**src/rtl/barrel_shifter_arbiter.sv**
```systemverilog
// barrel_shifter_arbiter: round-robin front end that shares one combinational barrel shifter.
// Optional BARREL_SHIFTER_ARB_STATS_EN adds o_op_count, a saturating response-handshake counter.
module barrel_shifter_arbiter #(
    parameter int N_REQ = 4,
    parameter int WIDTH = 8,
    parameter int SHW   = $clog2(WIDTH) + 1,
    parameter int IDW   = $clog2(N_REQ)
) (
    input  logic                   i_clk,
    input  logic                   i_rst_n,
    input  logic [N_REQ-1:0]       i_req_valid,
    output logic [N_REQ-1:0]       o_req_ready,
    input  logic [N_REQ*WIDTH-1:0] i_req_data,
    input  logic [N_REQ*3-1:0]     i_req_ctrl,
    input  logic [N_REQ*SHW-1:0]   i_req_shift,
    output logic [WIDTH-1:0]       o_sh_data,
    output logic [2:0]             o_sh_ctrl,
    output logic [SHW-1:0]         o_sh_shift,
    input  logic [WIDTH-1:0]       i_sh_result,
    output logic                   o_rsp_valid,
    input  logic                   i_rsp_ready,
    output logic [WIDTH-1:0]       o_rsp_data,
    output logic [IDW-1:0]         o_rsp_id,
    output logic                   o_rsp_err
`ifdef BARREL_SHIFTER_ARB_STATS_EN
    ,
    output logic [15:0]            o_op_count
`endif
);

    // state | meaning
    // IDLE  | nothing in flight; arbiter may accept
    // EXEC  | operands on the shifter; result captured at end of cycle
    // RESP  | response held until consumer ready; may accept next op on handshake
    typedef enum logic [1:0] {
        IDLE = 2'd0,
        EXEC = 2'd1,
        RESP = 2'd2
    } state_t;

    state_t         state;
    state_t         state_nxt;
    logic [IDW-1:0] ptr;
    logic [IDW-1:0] cand;
    logic           cand_found;
    logic           grant_en;
    logic           accept;
    logic           rsp_hs;

    always_comb begin
        cand       = '0;
        cand_found = 1'b0;
        for (int i = 1; i <= N_REQ; i++) begin
            if (!cand_found && i_req_valid[(int'(ptr) + i) % N_REQ]) begin
                cand       = IDW'((int'(ptr) + i) % N_REQ);
                cand_found = 1'b1;
            end
        end
    end

    assign grant_en = (state == IDLE) || ((state == RESP) && i_rsp_ready);
    assign accept   = grant_en && cand_found;
    assign rsp_hs   = (state == RESP) && i_rsp_ready;

    always_comb begin
        o_req_ready = '0;
        if (accept) begin
            o_req_ready[cand] = 1'b1;
        end
    end

    always_ff @(posedge i_clk or negedge i_rst_n) begin
        if (!i_rst_n) begin
            state <= IDLE;
        end else begin
            state <= state_nxt;
        end
    end

    always_comb begin
        state_nxt = state;
        case (state)
            IDLE: begin
                if (accept) begin
                    state_nxt = EXEC;
                end
            end
            EXEC: state_nxt = RESP;
            RESP: begin
                if (i_rsp_ready) begin
                    state_nxt = accept ? EXEC : IDLE;
                end
            end
            default: state_nxt = IDLE;
        endcase
    end

    // ptr doubles as the id of the op in flight, so no separate id register is kept
    always_ff @(posedge i_clk or negedge i_rst_n) begin
        if (!i_rst_n) begin
            ptr         <= IDW'(N_REQ - 1);
            o_sh_data   <= '0;
            o_sh_ctrl   <= '0;
            o_sh_shift  <= '0;
            o_rsp_valid <= 1'b0;
            o_rsp_data  <= '0;
            o_rsp_id    <= '0;
            o_rsp_err   <= 1'b0;
        end else begin
            if (rsp_hs) begin
                o_rsp_valid <= 1'b0;
            end
            if (accept) begin
                o_sh_data  <= i_req_data[int'(cand)*WIDTH +: WIDTH];
                o_sh_ctrl  <= i_req_ctrl[int'(cand)*3 +: 3];
                o_sh_shift <= i_req_shift[int'(cand)*SHW +: SHW];
                ptr        <= cand;
            end
            if (state == EXEC) begin
                o_rsp_data  <= i_sh_result;
                o_rsp_id    <= ptr;
                o_rsp_err   <= (o_sh_ctrl == 3'b101) || (o_sh_ctrl == 3'b111);
                o_rsp_valid <= 1'b1;
            end
        end
    end

`ifdef BARREL_SHIFTER_ARB_STATS_EN
    always_ff @(posedge i_clk or negedge i_rst_n) begin
        if (!i_rst_n) begin
            o_op_count <= '0;
        end else if (rsp_hs && (o_op_count != 16'hFFFF)) begin
            o_op_count <= o_op_count + 16'd1;
        end
    end
`endif

endmodule

```
**config.mk**
```make
export PLATFORM = sky130hd
export DESIGN_NAME = barrel_shifter_arbiter
export DESIGN_NICKNAME = d
export VERILOG_FILES = /design/src/rtl/barrel_shifter_arbiter.sv
export SDC_FILE = /design/constraint.sdc
export NUM_CORES = 1
export LEC_CHECK = 0
export CORE_ASPECT_RATIO = 0.9
export CORE_MARGIN = 3
export CORE_UTILIZATION = 42
export DETAILED_ROUTE_END_ITERATION = 12
export GPL_TIMING_DRIVEN = 0
export HOLD_SLACK_MARGIN = 0.02
export PLACE_DENSITY = 0.86
export SLEW_MARGIN = 20
export SYNTH_ARGS = -nofsm -noshare
export SYNTH_HDL_FRONTEND = slang
export SYNTH_SLANG_ARGS = --single-unit
```
**constraint.sdc**
```tcl
create_clock -name i_clk -period 2.6 [get_ports i_clk]
set_input_delay 0.52 -clock i_clk [delete_from_list [all_inputs] [get_ports i_clk]]
set_output_delay 0.52 -clock i_clk [all_outputs]
set_load 0.02 [all_outputs]
```
After elaboration in Yosys (flattened, before gate mapping)
Cells that the tools add are included.

Word-level logic and storage cells: 80. Input bits: 75. Bits in registers: 31. Output and inout bits: 31.

Magnitude comparators: 6. Mux-type cells: 29. Bitwise logic cells: 4. $add $sub $neg: 4. Shift-type cells: 3. $mul: 1. Eq/ne operators: 6. Reductions and logical operators: 18.

Operators by type and width (number): indexed part select 32 x 6 -> 8 bit (1); < comparator 3 x 4 -> 1 bit (second input constant) (4); two-way mux 1 bit (16); indexed part select 16 x 5 -> 4 bit (1); two-way mux 2 bit (6); indexed part select 12 x 5 -> 3 bit (1); binary-select mux 1 bit (select 2 bit) (4); OR reduction 2 bit (4); == test 3 bit (second input constant) (2); logical AND 1 bit (6); one-hot mux 2 bit (3 select lines) (1); adder 2 x 1 -> 2 bit (second input constant) (2); adder 2 bit (second input constant) (2); AND 1 bit (first input constant) (4); multiplier 2 x 2 -> 4 bit (second input constant) (1); two-way mux 4 bit (1); != test 2 bit (second input constant) (2); zero test 1 bit (3); < comparator 2 x 3 -> 1 bit (second input constant) (1); demux 1 bit (select 2 bit) (1); == test 2 x 1 -> 1 bit (second input constant) (1); == test 2 bit (second input constant) (1); >= comparator 2 x 1 -> 1 bit (second input constant) (1); zero test 2 bit (1); other kinds (3) (4).

Longest topological paths before layout
Gate-level depths: netlist of run 1.

Word-level depth: 21. Gate-level depth with buffers: 7. Mapped depth without buffers: 5.

Worst setup path before layout of run 1
OpenSTA, ideal clock, no wires.

Path type: input to output. Start: in i_req_valid[0]. End: out o_req_ready[2]. Arrival: 1746 ps. Required time: 2080 ps. Stages: 5. Path buffers: 1. Path slack: 334 ps. Cell sequence: o21a_1 -> o21ai_1 -> nand3_4 -> buf_4 -> nor3_1.

Cells in the longest elaborated chain, start to end: 18. Elaborated cells between the ends (all ways): 33.

RTL lines: from (decl) (line 11) `input logic [N_REQ-1:0] i_req_valid,`; binary-select mux 1 bit (select 2 bit) (line 54) `if (!cand_found && i_req_valid[(int'(ptr) + i) % N_REQ]) begin`; two-way mux 1 bit (not written as such) (2 in series) (line 54); two-way mux 1 bit (line 54); zero test 1 bit (line 54); logical AND 1 bit (line 54); two-way mux 1 bit (line 54); zero test 1 bit (line 54); logical AND 1 bit (line 54); two-way mux 1 bit (line 54); zero test 1 bit (line 54); logical AND 1 bit (line 54); two-way mux 2 bit (line 54); < comparator 2 x 3 -> 1 bit (not written as such) / >= comparator 2 x 1 -> 1 bit (equally long branches) (line 68) `o_req_ready[cand] = 1'b1;`; logical AND 1 bit (not written as such) (line 68); two-way mux 1 bit (not written as such) (line 68); demux 1 bit (select 2 bit) (line 68); two-way mux 4 bit * (line 67) `if (accept) begin`; to (decl) (line 12) `output logic [N_REQ-1:0] o_req_ready,`.

Mark *: on every way between the ends. The rest lies on a longest branch, timed or not. The select of a mux whose other input is x is not followed.

Worst setup path in the final report of run 1
Start: reg ptr[1]. End: out o_req_ready[1].

Cells in the longest elaborated chain, start to end: 19. Elaborated cells between the ends (all ways): 37.

RTL lines: from (decl) (line 43) `logic [IDW-1:0] ptr;`; from (signal assigned) (line 101) `ptr <= IDW'(N_REQ - 1);`; from (signal assigned) (line 117) `ptr <= cand;`; adder 2 x 1 -> 2 bit (line 54, 55); binary-select mux 1 bit (select 2 bit) (line 54); two-way mux 1 bit (not written as such) (2 in series) (line 54); two-way mux 1 bit (line 54); zero test 1 bit (line 54); logical AND 1 bit (line 54); two-way mux 1 bit (line 54); zero test 1 bit (line 54); (+2 left out); zero test 1 bit (line 54); logical AND 1 bit (line 54); two-way mux 2 bit (line 54); < comparator 2 x 3 -> 1 bit (not written as such) / >= comparator 2 x 1 -> 1 bit (equally long branches) (line 68); logical AND 1 bit (not written as such) (line 68); two-way mux 1 bit (not written as such) (line 68); demux 1 bit (select 2 bit) (line 68); two-way mux 4 bit * (line 67).

Marks and branches as above.

==> impl.org, run 1 <==
** Run status
- Outcome :: completed

** Finish
- Final nets :: 361
- Number of antenna repair diodes :: 0
- Cells with a size suffix above 1 make up 30.3% of the layout.
- The finished cells cover 3260 um2.
- Fill cells :: 314
- Growth of design area from synthesis to finish :: 66.0%
- Once layout is complete, the cells apart from fillers number 347.

** Clock tree
- In this run the deepest clock path goes through 2 buffers.
- The number of clock buffers added by TritonCTS is 5.
- Clock transition at the registers of the reported paths :: 0.08 ns
- Clock latency on the worst-skew pair, taken at its later pin, is 0.29 ns.
- The H-tree generated during clock tree synthesis spans 2 levels.
- Hold Buf Count CTS :: 0
- Clock tree synthesis selected as its root buffer the cell clkbuf_8.
- CTS tree :: built
- Clock Sink Count :: 31

** Placed design
- The wire-length estimate of the detail-placed layout is 4520 um.
- Placed cell count :: 332
- Port Buffers :: 105
- Cell area reported after detailed placement :: 3080 um2
- GPL Wtd Cong :: 0.751

** Synth
- Share of the yosys chip area belonging to registers :: 39.6%
- For this run, the leading register cell type out of synthesis is dfrtp_1.
- The synthesized design contains 31 register bits.
- Count of mapped cells out of synthesis :: 167
- The mapped netlist covers 1960 um2.
- Async set or reset register ratio after synthesis :: 100%
- Biggest area contributors in the synthesized netlist :: dfrtp_1 (37%), a211oi_2 (18%), mux2i_1 (7.6%)
- Each instance of the synthesized netlist takes up on average 11.8 um2.
- Post-synth EDFFs :: 0
- Commonest cells in the netlist :: dfrtp_1 (29), a211oi_2 (28), nor2_1 (21)
- Synth unique cells :: 34
- Top-area cell type share of the netlist area :: 37.0%
- dfrtp_1 is the most common cell in the netlist.
- Warning count from the yosys run :: 0
- Net Count, Synth :: 242
- Summed over all instances, the cell type with the most area after synthesis is dfrtp_1.

** Worst setup path
- In this run the worst setup path terminates at o_req_ready[1].
- The setup path with the least slack is of type flip-flop to primary output.
- The worst setup path is launched from a flip-flop.
- Setup slack on the worst reg-to-reg path comes out at 0.64 ns.
- The worst setup path is captured at a primary output.
- For the worst setup path, the data required time is 2.08 ns.
- The worst register-to-register path begins at ptr[1].
- Worst setup path start :: ptr[1]
- The worst register-to-register path has a depth of 7.
- Data arrival, critical path :: 2.00 ns
- Of all nets on the critical path, the largest fanout is 10.
- The worst register-to-register path ends at o_sh_data[5].

** Pwr
- In this run, the clock network consumes 11.2% of the power.
- Flop pwr share :: 25.7%
- The analysis attributes to net switching a power of 1520 uW.
- In this run the static leakage power is 0.00128 uW.
- VDD sags by at most 0.769 mV.
- Cell internal power was estimated by the tool at 2070 uW.
- Power density over the cells :: 1100 nW/um2
- Net switching is 42.4% of the power.
- After layout, the design draws a total of 3590 uW.
- Proportion of power drawn by combinational gates :: 63.2%

** Die
- Horizontal extent of the die :: 78.1 um
- Core Footprint :: 4290 um2
- DIE AREA :: 5530 um2
- Starting density of the core :: 45.7%
- # IOs :: 106
- Floorplan row count :: 22
- The die is 70.9 um tall.

** Route
- Routed WL per cell :: 17.4 um
- Aggregate routed wire length :: 6030 um
- The first detailed-routing pass ran for 4 iterations.
- Residual DRC count :: 0
- Via/cell ratio :: 5.24
- Once detail routing completed, the nets flagged for antenna violations numbered 0.
- Initial DRC Count :: 36
- Via count :: 1,820

** STA
- The final hold violation count came to 0.
- On the final layout, the worst clock skew is 0.00766 ns.
- Final clock period utilization by the worst path :: 96.7%
- Setup violations remaining at the end of the flow were counted as 0.
- Measured slew at the worst slew-check pin :: 0.730 ns
- Based on the critical path, the design can be clocked at up to 398 MHz.
- Minimum clock period after layout :: 2.52 ns
- Headroom to the max-slew limit came out at 51.3%.
- RSZ-0062 raised after global routing :: true
- The max-slew violation count came to 0.

** Min path
- Path type of the worst min-delay path :: input pin to asynchronous set/reset pin

** Global route
- The number of global-route vias before repair is 1,989.
- Overflow left after global routing :: 0
- Aggregate global-route resource usage :: 22.4%
- The first global-routing pass estimated 9780 um of wire.
- Entering global routing, the biggest net connects 32 pins.
- Number of antenna violations at the first check in global routing :: 0

** Job
- Count of maximum capacitance violations :: 0
-- worst min-delay path by stage --
| stage | cells after the start | to | from | slack [ns] |
|---|---|---|---|---|
| after floorplan | 0 | o_rsp_data[0] | i_rst_n | 0.22 |
| after global placement | 1 | o_rsp_valid | state[1] | 0.44 |
| after detailed placement | 1 | o_rsp_valid | state[1] | 0.46 |
| after CTS | 1 | o_rsp_data[7] | i_rst_n | 0.31 |
| after global routing | 1 | o_sh_ctrl[0] | i_rst_n | 0.32 |
| final | 1 | o_sh_data[0] | i_rst_n | 0.28 |
-- registers in the layout, summed over array words and instances, names as in the netlist --
register / flops
state: 2
ptr: 2
o_rsp_data: 8
o_sh_shift: 4
o_sh_ctrl: 3
o_rsp_id: 2
o_rsp_err: 1
o_sh_data: 8
o_rsp_valid: 1
-- cell families (layout without fill, tap and decap cells) --
group	count (synthesis)	count (layout)	share of synthesized area, %
muxes	26	26	14.1
and+or+nand+nor	36	36	9.94
AOI/OAI and AO/OA	58	58	30.4
DFF	31	31	39.6
buffers and inverters	16	136	5.93
-- through the flow --
step / utilization (%) / worst slack [ns] / TNS (ns) / hold slack (ns)
after floorplan: - / 0.334 / 0 / 0.224
after global placement: 71.9 / -0.740 / -2.59 / 0.442
after detailed placement: 71.8 / -0.774 / -2.65 / 0.456
after CTS: 74.6 / 0.00611 / 0 / 0.305
after global routing: 75.9 / -0.00749 / -0.00749 / 0.322
final: 75.9 / 0.0849 / 0 / 0.283
-- per-layer routing --
metal	wire length [um]	up-vias	track usage, %	share of wire [%]
met1	2560	878	28.0	42
met5	0	-	0	0
met3	392	11	6.62	6.5
met2	2980	72	38.5	49
li1	-	859	-	-
met4	89	0	5.24	1.5
-- cell type report --
| type | count | area [um2] | share of cell area, % |
|---|---|---|---|
| plain buffers | 11 | 97.6 | 2.99 |
| clock buffers | 5 | 68.8 | 2.11 |
| clock inverters | 3 | 23.8 | 0.729 |
| inverters | 5 | 18.8 | 0.576 |
| multi-input cells | 120 | 1120 | 34.5 |
| flip-flops and latches | 31 | 778 | 23.9 |
| well taps | 60 | 75.1 | 2.30 |
| repair buffers | 112 | 1070 | 32.9 |
-- power by group through the flow --
stage                     Combinational, uW  Sequential (uW)  Clock [uW]
after floorplan                        1120             1150           0
after global placement                 2150              907           0
after detailed placement               2190              920           0
after CTS                              2220              917         403
after global routing                   2430              952         436
final                                  2270              922         401
-- repair_timing --
item / in CTS / in global routing
resized for setup: 26 / 10
endpoints found under the setup margin: 4 / 4
pin swaps: 4 / 1
setup buffers: 5 / 2
-- cell usage in the layout (no fill, tap or decap), drive strengths merged, types with 6 or more instances in the layout --
cell type / Yosys / layout
inv: 5 / 6
mux2i: 16 / 16
dfrtp: 29 / 29
clkbuf: 0 / 6
o21a: 16 / 16
a211oi: 28 / 28
buf: 11 / 23
clkdlybuf4s50: 0 / 96
mux2: 10 / 10
nor2: 22 / 22
-- worst max-delay path: stages, from the launching register on --
cell and delay [ns]:
dfstp_2 0.61, mux2i_4 0.29, o22ai_4 0.11, buf_4 0.16, nor2_4 0.12, buf_6 0.20
nor4_4 0.06, buf_4 0.17
No activity file was read; power rests on OpenSTA's default activity.
==> inputs of run 2 (changes only) <==
Settings changed: TNS_END_PERCENT set to 20.
==> results of run 2 <==
No change in the layout: final DEF, timing and power equal those of run 1.
==> inputs of run 3 (changes only) <==
Settings changed: ABC_CLOCK_PERIOD_IN_PS set to 2600, SLEW_MARGIN 20 to 10.
==> results of run 3 <==
No change in the layout: final DEF, timing and power equal those of run 1.
